<file path="config.mk">
export PLATFORM = sky130hd
export DESIGN_NAME = operand_stage
export DESIGN_NICKNAME = d
export VERILOG_FILES = /design/src/rtl/operand_stage_pkg.sv /design/src/rtl/operand_stage_reg_file8x8.sv /design/src/rtl/operand_stage.sv
export SDC_FILE = /design/constraint.sdc
export NUM_CORES = 1
export LEC_CHECK = 0
export BUFFER_PORTS_ARGS = -buffer_cell sky130_fd_sc_hd__buf_2
export CAP_MARGIN = 10
export CORE_MARGIN = 10
export CORE_UTILIZATION = 57
export CTS_CLUSTER_DIAMETER = 120
export DETAILED_ROUTE_END_ITERATION = 8
export PLACE_DENSITY_LB_ADDON = 0.05
export SYNTH_ARGS = -nofsm -noshare
export SYNTH_HDL_FRONTEND = slang
export SYNTH_SLANG_ARGS = --single-unit
</file>
<file path="constraint.sdc">
create_clock -name clk -period 3.3 [get_ports clk]
set_input_delay 0.495 -clock clk [delete_from_list [all_inputs] [get_ports clk]]
set_output_delay 0.495 -clock clk [all_outputs]
set_load 0.02 [all_outputs]
</file>
<file path="src/rtl/operand_stage_pkg.sv">
// Shared definitions for the operand stage.
// Contents:
//   - the opcode values the stage decodes
//   - the ALU SELECT codes
//   - the execute latency constants
//   - the FSM state encoding
//   - a helper that classifies an opcode as legal or illegal
package operand_stage_pkg;

  // Supported opcodes. Every other value in the 8-bit opcode field is illegal.
  localparam logic [7:0] OP_LOADI = 8'h00;
  localparam logic [7:0] OP_MOV   = 8'h01;
  localparam logic [7:0] OP_ADD   = 8'h02;
  localparam logic [7:0] OP_SUB   = 8'h03;
  localparam logic [7:0] OP_AND   = 8'h04;
  localparam logic [7:0] OP_OR    = 8'h05;

  // ALU operation select codes.
  // Subtraction uses the adder: the stage negates operand 2 before it
  // reaches the ALU.
  localparam logic [2:0] SEL_PASS  = 3'b000;
  localparam logic [2:0] SEL_ADD   = 3'b001;
  localparam logic [2:0] SEL_AND   = 3'b010;
  localparam logic [2:0] SEL_OR    = 3'b011;

  // Number of EXEC cycles spent waiting for the ALU result.
  localparam logic [1:0] LAT_SHORT = 2'd1;
  localparam logic [1:0] LAT_LONG  = 2'd2;

  typedef enum logic [1:0] {
    ST_IDLE  = 2'd0,
    ST_EXEC  = 2'd1,
    ST_WRITE = 2'd2
  } state_t;

  // Legal opcodes are contiguous, from OP_LOADI up to OP_OR.
  function automatic logic is_legal(input logic [7:0] op);
    return (op <= OP_OR);
  endfunction

endpackage

</file>
<file path="src/rtl/operand_stage_reg_file8x8.sv">
// reg_file8x8: eight 8-bit registers.
// Ports:
//   clk, reset            - rising-edge clock; asynchronous clear, active low
//   we, waddr, wdata      - synchronous write port
//   rt_addr -> rt_data    - combinational read port for operand 1
//   rs_addr -> rs_data    - combinational read port for operand 2
//   dbg_addr -> dbg_data  - combinational read port for debug
module reg_file8x8 (
  input  logic       clk,
  input  logic       reset,
  input  logic       we,
  input  logic [2:0] waddr,
  input  logic [7:0] wdata,
  input  logic [2:0] rt_addr,
  output logic [7:0] rt_data,
  input  logic [2:0] rs_addr,
  output logic [7:0] rs_data,
  input  logic [2:0] dbg_addr,
  output logic [7:0] dbg_data
);

  logic [7:0] mem [8];

  // Storage array. Reset clears every entry so that no stale operands
  // remain after an aborted instruction.
  always_ff @(posedge clk or negedge reset) begin
    if (!reset) begin
      for (int i = 0; i < 8; i++) mem[i] <= 8'h00;
    end else if (we) begin
      mem[waddr] <= wdata;
    end
  end

  assign rt_data  = mem[rt_addr];
  assign rs_data  = mem[rs_addr];
  assign dbg_data = mem[dbg_addr];

endmodule

</file>
<file path="src/rtl/operand_stage.sv">
// operand_stage: decodes one instruction and presents its operands to an
// external ALU. It then waits a fixed latency and writes the returned result
// back into the register file.
// Ports:
//   clk, reset               - rising-edge clock; asynchronous reset, active low
//   instr, instr_valid       - instruction word and its valid flag
//   instr_ready              - high only while the stage is idle
//   wb_data                  - ALU result, written to reg[RD] when leaving WRITE
//   data1, data2, select     - registered ALU operands and operation select
//   out_valid                - operands valid, from acceptance to writeback
//   illegal                  - one-cycle pulse for an unsupported opcode
//   dbg_addr -> dbg_data     - combinational register-file read
module operand_stage
  import operand_stage_pkg::*;
(
  input  logic        clk,
  input  logic        reset,
  input  logic [31:0] instr,
  input  logic        instr_valid,
  output logic        instr_ready,
  input  logic [7:0]  wb_data,
  output logic [7:0]  data1,
  output logic [7:0]  data2,
  output logic [2:0]  select,
  output logic        out_valid,
  output logic        illegal,
  input  logic [2:0]  dbg_addr,
  output logic [7:0]  dbg_data
);

  // Instruction fields. RS overlaps the low bits of the immediate.
  logic [7:0] opcode;
  logic [2:0] rd, rt, rs;
  logic [7:0] imm;
  logic       unused_instr_bits;

  assign opcode = instr[31:24];
  assign rd     = instr[18:16];
  assign rt     = instr[10:8];
  assign imm    = instr[7:0];
  assign rs     = imm[2:0];
  assign unused_instr_bits = ^{instr[23:19], instr[15:11]};

  state_t     state, state_nxt;
  logic [1:0] cnt;
  logic [2:0] rd_q;
  logic       rf_we;
  logic [7:0] rt_data, rs_data;
  logic       accept, reject;

  // Instructions are only looked at while idle; anything offered in EXEC or
  // WRITE is ignored.
  assign accept = (state == ST_IDLE) && instr_valid &&  is_legal(opcode);
  assign reject = (state == ST_IDLE) && instr_valid && !is_legal(opcode);

  reg_file8x8 u_rf (
    .clk      (clk),
    .reset    (reset),
    .we       (rf_we),
    .waddr    (rd_q),
    .wdata    (wb_data),
    .rt_addr  (rt),
    .rt_data  (rt_data),
    .rs_addr  (rs),
    .rs_data  (rs_data),
    .dbg_addr (dbg_addr),
    .dbg_data (dbg_data)
  );

  // Operand decode from the current register contents. The results are
  // captured only when an instruction is accepted.
  logic [7:0] data2_dec;
  logic [2:0] sel_dec;
  logic [1:0] lat_dec;

  always_comb begin
    data2_dec = rs_data;
    sel_dec   = SEL_PASS;
    lat_dec   = LAT_SHORT;
    case (opcode)
      OP_LOADI: data2_dec = imm;
      OP_MOV:   sel_dec   = SEL_PASS;
      OP_ADD: begin
        sel_dec = SEL_ADD;
        lat_dec = LAT_LONG;
      end
      OP_SUB: begin
        // Two's-complement negate; 0x80 and 0x00 map to themselves.
        data2_dec = (~rs_data) + 8'd1;
        sel_dec   = SEL_ADD;
        lat_dec   = LAT_LONG;
      end
      OP_AND:  sel_dec = SEL_AND;
      OP_OR:   sel_dec = SEL_OR;
      default: ;
    endcase
  end

  // State register.
  always_ff @(posedge clk or negedge reset) begin
    if (!reset) state <= ST_IDLE;
    else        state <= state_nxt;
  end

  // Next-state logic. EXEC ends on the edge where the counter goes from 1
  // to 0, so EXEC lasts exactly LAT cycles.
  always_comb begin
    state_nxt = state;
    case (state)
      ST_IDLE:  if (accept) state_nxt = ST_EXEC;
      ST_EXEC:  if (cnt == 2'd1) state_nxt = ST_WRITE;
      ST_WRITE: state_nxt = ST_IDLE;
      default:  state_nxt = ST_IDLE;
    endcase
  end

  // State-decoded outputs.
  always_comb begin
    instr_ready = 1'b0;
    rf_we       = 1'b0;
    case (state)
      ST_IDLE:  instr_ready = 1'b1;
      ST_WRITE: rf_we       = 1'b1;
      default:  ;
    endcase
  end

  // Operand and control registers.
  // data1, data2 and select keep their last values after writeback. An
  // illegal opcode only raises the illegal pulse.
  always_ff @(posedge clk or negedge reset) begin
    if (!reset) begin
      data1     <= 8'h00;
      data2     <= 8'h00;
      select    <= 3'b000;
      out_valid <= 1'b0;
      illegal   <= 1'b0;
      cnt       <= 2'd0;
      rd_q      <= 3'd0;
    end else begin
      illegal <= reject;
      if (accept) begin
        data1     <= rt_data;
        data2     <= data2_dec;
        select    <= sel_dec;
        out_valid <= 1'b1;
        cnt       <= lat_dec;
        rd_q      <= rd;
      end else if (state == ST_EXEC) begin
        cnt <= cnt - 2'd1;
      end else if (state == ST_WRITE) begin
        out_valid <= 1'b0;
      end
    end
  end

endmodule

</file>
---- Yosys cells after proc, flatten, opt, wreduce, memory -nomap -nowiden ----
Index checks and enable logic that the tools add are counted.
operators by class
  reductions and logical operators ........ 12
  equality and inequality tests ........... 10
  multiplexer cells ....................... 25
  bitwise operators ....................... 5
  add/sub/neg operators ................... 2
  magnitude comparators ................... 6
operators by type and width
  kind                                                 number
  binary-select mux 8 bit (select 3 bit)               3
  bitwise mux 64 bit                                   1
  two-way mux 8 bit                                    7
  demux 8 bit (select 3 bit)                           1
  equality test 8 x 2 -> 1 bit, second input constant  2
  equality test 8 x 3 -> 1 bit, second input constant  2
  >= comparator 4 bit, second input constant           4
  inverter 3 -> 4 bit                                  4
  case mux 8 bit (2 select lines)                      1
  two-way mux 2 bit                                    5
  adder 8 x 1 -> 8 bit, second input constant          1
  <= comparator 8 x 3 -> 1 bit, second input constant  1
  zero test 8 bit                                      1
  inverter 8 bit                                       1
  inequality test 2 bit, second input constant         3
  case mux 2 bit (3 select lines)                      1
  two-way mux 1 bit                                    5
  equality test 2 x 1 -> 1 bit, second input constant  2
  logical AND 1 bit                                    4
  < comparator 4 x 1 -> 1 bit, second input constant   1
  case mux 2 bit (2 select lines)                      1
  AND reduction 2 bit                                  2
  nonzero test 2 bit                                   2
  equality test 2 bit, second input constant           1
  other kinds (4)                                      4
storage, ports and cells
  logic and storage cells ................. 76
  output and inout port bits .............. 30
  bits of input ports ..................... 46
  flip-flop bits (word level) ............. 92

---- Depth between registers and ports, before layout ----
Gate-level depths: netlist of run 1.
  depth in word-level cells ............... 7
  gate-level depth with buffers ........... 8
  gate-level depth less buffers ........... 6

---- Hierarchy ----
A second synthesis of run 1 with hierarchy kept.
second synthesis, totals
  cell total of the unflattened synthesis .. 407
  area total of the unflattened synthesis .. 5602.9 um2
by module, submodules not included
  module         seq. area each (um2)  cells each  instances  area each (um2)
  reg_file8x8    1601.5                230         1          4078.9
  operand_stage  675.6                 177         1          1524.0

---- Least setup slack after synthesis of run 1 ----
Ideal clock, no wire load.
  path kind ............................... input to output
  start point ............................. input port dbg_addr[0]
  end point ............................... output port dbg_data[0]
  setup slack ............................. 0.753 ns
  stages .................................. 4
  data required time ...................... 2.805 ns
  arrival ................................. 2.052 ns
  buffers on the path ..................... 2
  cells stage by stage .................... clkbuf_1 buf_2 mux4_2 mux2_2
on the way
  longest elaborated chain between the ends .. 4
ends and longest elaborated chain
  element                                                RTL line                         RTL
  start: declaration                                     operand_stage.sv:27              input logic [2:0] dbg_addr,
  inverter 3 -> 4 bit (not written as such)              operand_stage_reg_file8x8.sv:36  assign dbg_data = mem[dbg_addr];
  binary-select mux 8 bit (select 3 bit)                 operand_stage_reg_file8x8.sv:36
  two-way mux 8 bit (not written as such) (2 in series)  operand_stage_reg_file8x8.sv:36
  end: declaration                                       operand_stage.sv:28              output logic [7:0] dbg_data
No other way between the ends. The select of a mux whose other input is x is not followed.

---- Worst setup path in the final report of run 1 ----
  start point ............................. input port dbg_addr[0]
  end point ............................... output port dbg_data[2]
Same word-level chain as after synthesis.

==> run summary, run 1 <==
Clock transition at path regs - 100 ps
Worst EP arrival - 2000 ps
Final setup fails - 0
Longest Clk Path Bufs - 2
Post-CTS Setup Inserts - 0
FMAX - 401 MHz
Placed cell count - 548
DRT Wirelength - 12800 µm
Largest area contributor in the netlist - dfrtp_1
Area delta synth->final - 11.0%
CTS tree - built
Post-cts resize count - 0
Sequential share of the synthesized area - 0.425
FP Rows - 35
Reg area - 2280 µm²
Max Cap Violations - 0
Mapped Area - 5350 µm²
Most area-consuming cells after synthesis - dfrtp_1 (43%), mux4_2 (19%), mux2_2 (16%), mux2i_1 (2.2%), nand2_1 (2.0%)
Congestion Overflow GR - 0
PortBufs - 64
Core area - 9200 µm²
Cts hold-fix bufs - 0
CP max FO - 16
Die height - 117 µm
Synthesis-stage register bit count - 91
Post-synth ARST share - 1.00
Routed WL per cell - 22.8 µm
Worst-Margin Slew - 1080 ps
Multi-input logic area - 2930 µm²
Post-route cell area - 5940 µm²
Hpwl dp - 9070 µm
Fin nets - 496
Final GP Congestion - 0.845
Hold Crit Class - input pin to asynchronous set/reset pin
Gr usage total - 0.199
DR vias/cell - 6.33
Post-Synthesis Net Count - 438
TritonCTS Sinks - 91
Vias in the first global route - 3746
1st-iter DRT viols - 272
Crit path kind - input pin to output pin
Die width - 117 µm
Worst path most repeated cell - buf_2
Final Cycle Share - 0.755
H-tree levels - 3
Main synth FF type - dfrtp_1
Most frequent cells in the layout - dfrtp_1 (91), mux2_2 (76), buf_2 (63), mux4_2 (46), nand2_1 (28)
Synth warn - 0
Initial antenna violation count - 0
Leak - 2.66 nW
Unrepaired setup endpoints after global routing - false
Crit-path cells - buf_2 -> mux4_2 -> mux2_2 -> buf_2
Synth Area per Inst - 13.7 µm²
Slowest stage delay, CP - 580 ps
Num CTS Buffers - 9
CP top delay family - multiplexers
DP Area - 5740 µm²
Max Slew Vio Count - 0
Worst Skew - 12.5 ps
PwrDens - 486 nW/µm²
Netlist cell types - 51
Number of routed nets with antenna violations - 0
Fraction of final layout cells sized beyond drive strength 1 - 0.488
Final TNS setup - 0 ps
Minimum clock period - 2490 ps
Number of top-level pins - 76
Post-synth top area share - 0.425
Worst setup SP type - input pin
Peak VDD IR - 0.000198 V
DRC viols - 0
Clock latency on the worst-skew pair - 360 ps
N_diodes - 0
Syn Inst Count - 390
Rel. slew slack - 0.279
Final hold viol count - 0
CP bufs+invs - 2
CP endpoint kind - output pin
Crit path max-delay cell type - mux4_2
EDFF count, synth - 0
WP data required - 2800 ps
Root buf cell - clkbuf_8
First-pass DRT Iterations - 4
First-pass GRT wire length - 20900 µm
Commonest non-fill, non-tap cell in the layout - dfrtp_1
Largest net degree at the start of global routing - 39
Fill count - 716
Via count - 3568
Die area - 13700 µm²
Starting Density - 0.582
Non-filler cells, final - 564
Status - finished clean
-- cell type report --
cell class | count | area share
Inverter | 3 | 0.00190
Timing Repair Buffer | 73 | 0.0657
Sequential cell | 91 | 0.383
Clock inverter | 7 | 0.0124
Multi-Input combinational cell | 270 | 0.492
Tap cell | 111 | 0.0234
Clock buffer | 9 | 0.0209
-- stage by stage --
step | util | hold WS (ps) | total power (W) | worst slack, ps
6_report | 0.646 | 86.6 | 0.00289 | 807
3_3_place_gp | 0.624 | 456 | 0.00211 | 485
2_1_floorplan | - | 199 | 0.00191 | 753
5_1_grt | 0.646 | 114 | 0.00305 | 643
4_1_cts | 0.646 | 103 | 0.00291 | 779
3_5_place_dp | 0.624 | 461 | 0.00214 | 439
-- report_power, final --
group          internal [W]  switching [W]  total [W]
sequential          0.00126       0.000119    0.00138
combinational      0.000372       0.000365   0.000737
clock              0.000356       0.000418   0.000774
total               0.00199       0.000902    0.00289
-- cell usage after synthesis, drive strengths merged (4+ instances only) --
cell    instances
dfrtp          91
mux2           76
mux4           48
nand2          28
mux2i          16
nor2           15
o21ai          14
buf            13
clkbuf         13
a21oi           8
nor3            8
nor2b           5
nor3b           5
nand3           4
nand3b          4
-- kinds of logic (layout without fill, tap and decap cells) --
| logic type | count (synthesis) | after routing | synth area share |
|---|---|---|---|
| AND/OR/NAND/NOR | 89 | 89 | 0.0949 |
| multiplexers | 140 | 140 | 0.403 |
| buffers and inverters | 29 | 92 | 0.0280 |
| flip-flops | 91 | 91 | 0.425 |
| AO/OA/AOI/OAI | 36 | 36 | 0.0404 |
| other | 1 | 1 | 0.000701 |
| XOR/XNOR | 2 | 2 | 0.00327 |
| adder cells (fa/ha/maj) | 2 | 2 | 0.00467 |
-- path summary, 6_finish.rpt --
check	slack (ps)	end	startpoint	cells past startpoint
hold reg to reg	480	select[1]	select[1]	1
setup / recovery	810	dbg_data[2]	dbg_addr[0]	4
setup reg to reg	970	data2[6]	u_rf.mem[1]	6
min in group clk	330	rd_q[0]	instr[16]	3
max in group asynchronous	2450	u_rf.mem[29]	reset	2
hold / removal	90	cnt[0]	reset	1
-- registers in the layout, summed over array words and instances, names as in the netlist --
register   cells
illegal        1
cnt            2
state          2
u_rf.mem      64
rd_q           3
select         2
data1          8
data2          8
out_valid      1
-- routing by layer --
metal,vias to the layer above,global-route usage,wire length [µm]
met5,-,0,0
li1,1615,-,-
met1,1829,0.276,5770
met4,0,0.0461,114
met3,12,0.0362,783
met2,112,0.320,6170
-- worst reg2reg max path, delay by kind of cell, from the launching register on --
kind,cells,cell delay (ps)
adder cells (fa/ha/maj),1,280
flip-flops,1,410
multiplexers,2,860
AND/OR/NAND/NOR,3,700
Note: power is estimated with default switching activity, not from simulation.
==> run 2, diff against run 1 <==
==> constraint.sdc (replaced) <==
create_clock -name clk -period 2.6 [get_ports clk]
set_input_delay 0.39 -clock clk [delete_from_list [all_inputs] [get_ports clk]]
set_output_delay 0.39 -clock clk [all_outputs]
set_load 0.02 [all_outputs]
==> run 2 against run 1 <==
  * Largest cell class unchanged
  * Largest power group unchanged
  * First-iteration DRC count fell by 0.37%
  * Combinational power rose by 28%
  * Cell count rose by 1.6%
  * Critical endpoint is now data2[6]
  * Final area rose by 1.9%
  * Global-route usage fell by 0.18 points
  * Sequential power rose by 27%
==> run summary, run 2 (synthesized netlist as in run 1, its figures left out) <==
Status - finished clean (unchanged)
Core area - 9200 µm² (unchanged)
Rel. slew slack - 0.542 (was 0.279)
H-tree levels - 3 (unchanged)
Die area - 13700 µm² (unchanged)
Crit path kind - flip-flop to flip-flop (was input pin to output pin)
Worst EP arrival - 2530 ps (was 2000 ps)
Final setup fails - 0 (unchanged)
Largest net degree at the start of global routing - 48 (was 39)
CP bufs+invs - 0 (was 2)
Hpwl dp - 9180 µm (was 9070 µm)
Final Cycle Share - 0.861
Unrepaired setup endpoints after global routing - false (unchanged)
Gr usage total - 0.197 (was 0.199)
Slowest stage delay, CP - 520 ps (was 580 ps)
WP data required - 2890 ps (was 2800 ps)
DRT Wirelength - 13000 µm (was 12800 µm)
Biggest register - u_rf.mem (unchanged)
Initial antenna violation count - 0 (unchanged)
1st-iter DRT viols - 271 (was 272)
Post-CTS Setup Inserts - 0 (unchanged)
Number of routed nets with antenna violations - 0 (unchanged)
DR vias/cell - 6.40 (was 6.33)
Vias in the first global route - 3710 (was 3746)
N_diodes - 0 (unchanged)
Area delta synth->final - 13.1% (was 11.0%)
Number of top-level pins - 76 (unchanged)
CTS tree - built (unchanged)
Max reg flops - 64 (unchanged)
DRC viols - 0 (unchanged)
Clock transition at path regs - 90 ps (was 100 ps)
Root buf cell - clkbuf_8 (unchanged)
Longest Clk Path Bufs - 2 (unchanged)
Clock latency on the worst-skew pair - 360 ps (about the same)
Die height - 117 µm (unchanged)
Max Slew Vio Count - 0 (unchanged)
PwrDens - 621 nW/µm² (was 486 nW/µm²)
Leak - 2.72 nW (was 2.66 nW)
Final GP Congestion - 0.833 (was 0.845)
Via count - 3665 (was 3568)
PortBufs - 64 (unchanged)
Num CTS Buffers - 9 (unchanged)
Crit path max-delay cell type - or4_1 (was mux4_2)
Worst setup SP type - flip-flop (was input pin)
Largest registers - u_rf.mem: 64 flops, data1: 8 flops, data2: 8 flops (unchanged)
Max Cap Violations - 0 (unchanged)
Final hold viol count - 0 (unchanged)
Final TNS setup - 0 ps (unchanged)
FMAX - 447 MHz
Cts hold-fix bufs - 0 (unchanged)
FP Rows - 35 (unchanged)
Die width - 117 µm (unchanged)
Crit-path cells - mux4_2 -> mux2i_1 -> ha_1 -> nand3_2 -> or4_1 -> nand3_1 (was buf_2 -> mux4_2 -> mux2_2 -> buf_2)
Starting Density - 0.582 (unchanged)
TritonCTS Sinks - 91 (unchanged)
First-pass GRT wire length - 20400 µm (was 20900 µm)
Worst-Margin Slew - 687 ps (was 1080 ps)
Worst Skew - 8.65 ps (was 12.5 ps)
Peak VDD IR - 0.000319 V (was 0.000198 V)
Fill count - 698 (was 716)
CP endpoint kind - flip-flop (was output pin)
Routed WL per cell - 22.7 µm (was 22.8 µm)
CP max FO - 4 (was 16)
Fin nets - 505 (was 496)
Minimum clock period - 2240 ps
Fraction of final layout cells sized beyond drive strength 1 - 0.494 (was 0.488)
CP top delay family - multiplexers (unchanged)
Hold Crit Class - input pin to asynchronous set/reset pin (unchanged)
Commonest non-fill, non-tap cell in the layout - dfrtp_1 (unchanged)
Congestion Overflow GR - 0 (unchanged)
Post-cts resize count - 0 (unchanged)
Most frequent cells in the layout - dfrtp_1 (91), mux2_2 (76), buf_2 (63), mux4_2 (46), nand2_1 (28) (unchanged)
Core Util, Final - 0.658 (was 0.646)
First-pass DRT Iterations - 4 (unchanged)
[run 2: cell types whose count changed in the layout (fill, tap and decap cells not counted)]
cell	delta
buf_4	+7
inv_6	-3
buf_12	+2
clkbuf_1	+2
bufinv_16	+1
clkbuf_8	+1
clkinv_2	-1
clkinv_4	+1
clkinvlp_4	-1
[run 2: report_power, final]
part           leakage [nW]  total (W)  internal [W]  switching, W
clock                 0.111    0.00107      0.000570      0.000498
combinational          1.44   0.000947      0.000483      0.000464
sequential             1.17    0.00175       0.00160      0.000149
[run 2: stage by stage]
step | area, µm² | std cells | hold slack (ps) | setup slack [ps] | total power, W
after floorplan | 5350 | 390 | 94.4 | 263 | 0.00242
after global placement | 5840 | 557 | 439 | 142 | 0.00270
after detailed placement | 5840 | 557 | 447 | 110 | 0.00273
after CTS | 6050 | 573 | 57.8 | 363 | 0.00380
after global routing | 6050 | 573 | 66.5 | 220 | 0.00398
final | 6050 | 573 | 35.5 | 361 | 0.00376
[run 2: cell type report]
cell class | instances | area, µm² | share of cell area
clock buffer | 12 | 145 | 0.0240
clock inverter | 4 | 73.8 | 0.0122
inverter | 3 | 11.3 | 0.00186
multi-input combinational | 270 | 2930 | 0.483
sequential | 91 | 2280 | 0.376
tap | 111 | 139 | 0.0229
timing repair buffer | 82 | 483 | 0.0798
[run 2: worst register-to-register path, stage by stage (launching register included)]
cell and delay (ps):
dfrtp_1 410, mux4_2 470, mux2i_1 330, ha_1 260, nand3_2 100, or4_1 520, nand3_1 100
[run 2: final timing paths]
check / slack [ps] / endpoint / from / cells after the start
setup / recovery: 360 / data2[6] / u_rf.mem[1] / 6
hold / removal: 40 / data1[2] / reset / 1
setup reg to reg: 360 / data2[6] / u_rf.mem[1] / 6
hold reg to reg: 480 / out_valid / out_valid / 2
max in group asynchronous: 1820 / u_rf.mem[5] / reset / 2
min in group clk: 220 / rd_q[2] / instr[18] / 3
[run 2: routing by layer]
| layer | GRT usage | routed length, µm |
|---|---|---|
| met5 | 0 | 0 |
| met4 | 0.0643 | 235 |
| met3 | 0.0489 | 1070 |
| met2 | 0.307 | 6040 |
| met1 | 0.266 | 5670 |
==> run 3, diff against run 2 <==
--- a/config.mk
+++ b/config.mk
@@ -8,7 +8,7 @@
 export BUFFER_PORTS_ARGS = -buffer_cell sky130_fd_sc_hd__buf_2
 export CAP_MARGIN = 10
 export CORE_MARGIN = 10
-export CORE_UTILIZATION = 57
+export CORE_UTILIZATION = 52
 export CTS_CLUSTER_DIAMETER = 120
 export DETAILED_ROUTE_END_ITERATION = 8
 export PLACE_DENSITY_LB_ADDON = 0.05
==> constraint.sdc (replaced) <==
create_clock -name clk -period 2.05 [get_ports clk]
set_input_delay 0.3075 -clock clk [delete_from_list [all_inputs] [get_ports clk]]
set_output_delay 0.3075 -clock clk [all_outputs]
set_load 0.02 [all_outputs]
==> run 3 against run 2 <==
  * The run now ends with negative setup slack left
  * Die area grew 7.9%
  * Global-route usage is 1.1 points lower
  * Routed wire length up 3.1%
  * Critical path depth fell by 2
  * Combinational power increased by 41%
  * Register-to-register slack worse by 350 ps
  * Setup slack got worse by 400 ps
  * Via count is 1.6% higher
  * Worst hold slack better by 100 ps
  * Clock power up 37%
  * Clock skew shrank 2.5 ps
  * First-iteration DRC count up 14%
==> run summary, run 3 (synthesized netlist as in run 1, its figures left out) <==
Rel. slew slack - 0.561 (was 0.542)
Largest net degree at the start of global routing - 67 (was 48)
TritonCTS Sinks - 91 (unchanged)
First-pass GRT wire length - 21300 µm (was 20400 µm)
Vias in the first global route - 3788 (was 3710)
M3 GR Usage - 0.0326 (was 0.0489)
Fin nets - 535 (was 505)
DR vias/cell - 5.96 (was 6.40)
Area delta synth->final - 20.8% (was 13.1%)
Final Cycle Share - 1.02
Status - finished, violations left (was finished clean)
Max Cap Violations - 0 (unchanged)
FP Rows - 36 (was 35)
Longest Clk Path Bufs - 2 (unchanged)
PwrDens - 776 nW/µm² (was 621 nW/µm²)
Clock transition at path regs - 90 ps (about the same)
Final GP Congestion - 0.800 (was 0.833)
Post-Place Worst Slack - -173 ps (was 110 ps)
Met2 usage - 0.297 (was 0.307)
Crit path kind - flip-flop to output pin (was flip-flop to flip-flop)
Leak - 2.93 nW (was 2.72 nW)
FMAX - 478 MHz
WP data required - 1740 ps (was 2890 ps)
CTS tree - built (unchanged)
Worst-Margin Slew - 659 ps (was 687 ps)
N_diodes - 0 (unchanged)
Num CTS Buffers - 9 (unchanged)
Commonest non-fill, non-tap cell in the layout - dfrtp_1 (unchanged)
CP endpoint kind - output pin (was flip-flop)
Worst path most repeated cell - buf_6
Crit path max-delay cell type - mux4_2 (was or4_1)
Congestion Overflow GR - 0 (unchanged)
Clock latency on the worst-skew pair - 360 ps (about the same)
Largest registers - u_rf.mem: 64 flops, data1: 8 flops, data2: 8 flops (unchanged)
Hold Crit Class - input pin to flip-flop (was input pin to asynchronous set/reset pin)
Slowest stage delay, CP - 470 ps (was 520 ps)
Routed WL per cell - 21.5 µm (was 22.7 µm)
First-pass DRT Iterations - 6 (was 4)
Final hold viol count - 0 (unchanged)
Initial antenna violation count - 0 (unchanged)
Worst Skew - 6.18 ps (was 8.65 ps)
Core area - 9910 µm² (was 9200 µm²)
CP bufs+invs - 2 (was 0)
GRT busiest layer - met2 (unchanged)
Number of top-level pins - 76 (unchanged)
Root buf cell - clkbuf_8 (unchanged)
Hpwl dp - 9340 µm (was 9180 µm)
H-tree levels - 3 (unchanged)
Fraction of final layout cells sized beyond drive strength 1 - 0.533 (was 0.494)
DRC viols - 0 (unchanged)
Most frequent cells in the layout - dfrtp_1 (91), mux2_2 (70), buf_2 (57), mux4_2 (46), buf_4 (43) (was dfrtp_1 (91), mux2_2 (76), buf_2 (63), mux4_2 (46), nand2_1 (28))
Max Slew Vio Count - 0 (unchanged)
Worst setup SP type - flip-flop (unchanged)
PortBufs - 64 (unchanged)
Fill count - 774 (was 698)
CP top delay family - multiplexers (unchanged)
Total design power - 0.00502 W (was 0.00376 W)
Die height - 121 µm (was 117 µm)
Biggest register - u_rf.mem (unchanged)
Unrepaired setup endpoints after global routing - true (was false)
Die area - 14800 µm² (was 13700 µm²)
Crit-path cells - buf_6 -> mux4_2 -> mux2_4 -> buf_6 (was mux4_2 -> mux2i_1 -> ha_1 -> nand3_2 -> or4_1 -> nand3_1)
1st-iter DRT viols - 309 (was 271)
Max reg flops - 64 (unchanged)
Gr usage total - 0.187 (was 0.197)
CP max FO - 2 (was 4)
DRT Wirelength - 13400 µm (was 13000 µm)
Peak VDD IR - 0.000396 V (was 0.000319 V)
Number of routed nets with antenna violations - 0 (unchanged)
Worst EP arrival - 1780 ps (was 2530 ps)
Final WS setup - -42.0 ps (was 361 ps)
Die width - 121 µm (was 117 µm)
Starting Density - 0.540 (was 0.582)
Failing checks - negative setup slack
Met1 Track Usage GR - 0.251 (was 0.266)
Final setup fails - 1 (was 0)
Minimum clock period - 2090 ps
Via count - 3722 (was 3665)
==> run 3: changes by cell type in the layout (fill, tap and decap cells not counted), sizes merged <==
cell / before / now
clkinv: 2 / 0
bufinv: 2 / 3
clkinvlp: 0 / 1
dlygate4sd3: 0 / 1
buf: 82 / 111
==> run 3: power by group <==
part           switching [W]  total [W]  internal [W]  leakage [nW]
Clock               0.000624    0.00147      0.000845         0.117
Combinational       0.000621    0.00134      0.000715          1.64
Sequential          0.000185    0.00221       0.00203          1.17
Total                0.00143    0.00502       0.00359          2.93
==> run 3: repair_timing <==
item | 4_1_cts | 5_1_grt
pin swaps | 0 | 1
resized for setup | 9 | 12
hold endpoints to repair | 25 | 0
hold buffers | 1 | 0
endpoints found under the setup margin | 2 | 8
setup buffers | 2 | 7
==> run 3: worst min-delay path, stage by stage <==
cell and delay, ps:
buf_2 70, nand2_1 40, nand2_1 50
==> run 3: final timing paths <==
path	slack, ps	from	depth (start not counted)	end
max reg2reg	10	u_rf.mem[33]	7	data2[6]
max	-40	u_rf.mem[33]	4	dbg_data[1]
max in group asynchronous	990	reset	3	u_rf.mem[3]
min	140	instr[17]	3	rd_q[1]
min reg2reg	480	data1[2]	2	data1[2]
min in group asynchronous	400	reset	2	state[0]
==> run 3: final cells by class <==
class	instances	area, µm²	share of cell area
clock buffer	12	145	0.0224
clock inverter	4	97.6	0.0151
inverter	3	11.3	0.00174
multi-input combinational	270	2970	0.459
sequential	91	2280	0.352
tap	133	166	0.0257
timing repair buffer	112	803	0.124
==> run 3: per-layer routing <==
layer | routed length [µm] | up-vias
met5 | 0 | -
met3 | 764 | 18
met1 | 5930 | 1891
met2 | 6480 | 114
li1 | - | 1699
met4 | 255 | 0
==> run 3: through the flow <==
step	TNS [ps]	cells	area [µm²]	util	hold slack, ps
2_1_floorplan	-18.9	390	5370	-	11.9
3_3_place_gp	-567	600	6090	0.614	236
3_5_place_dp	-858	600	6090	0.614	242
4_1_cts	-28.7	618	6380	0.643	120
5_1_grt	-215	625	6470	0.653	138
6_report	-42.0	625	6470	0.653	140
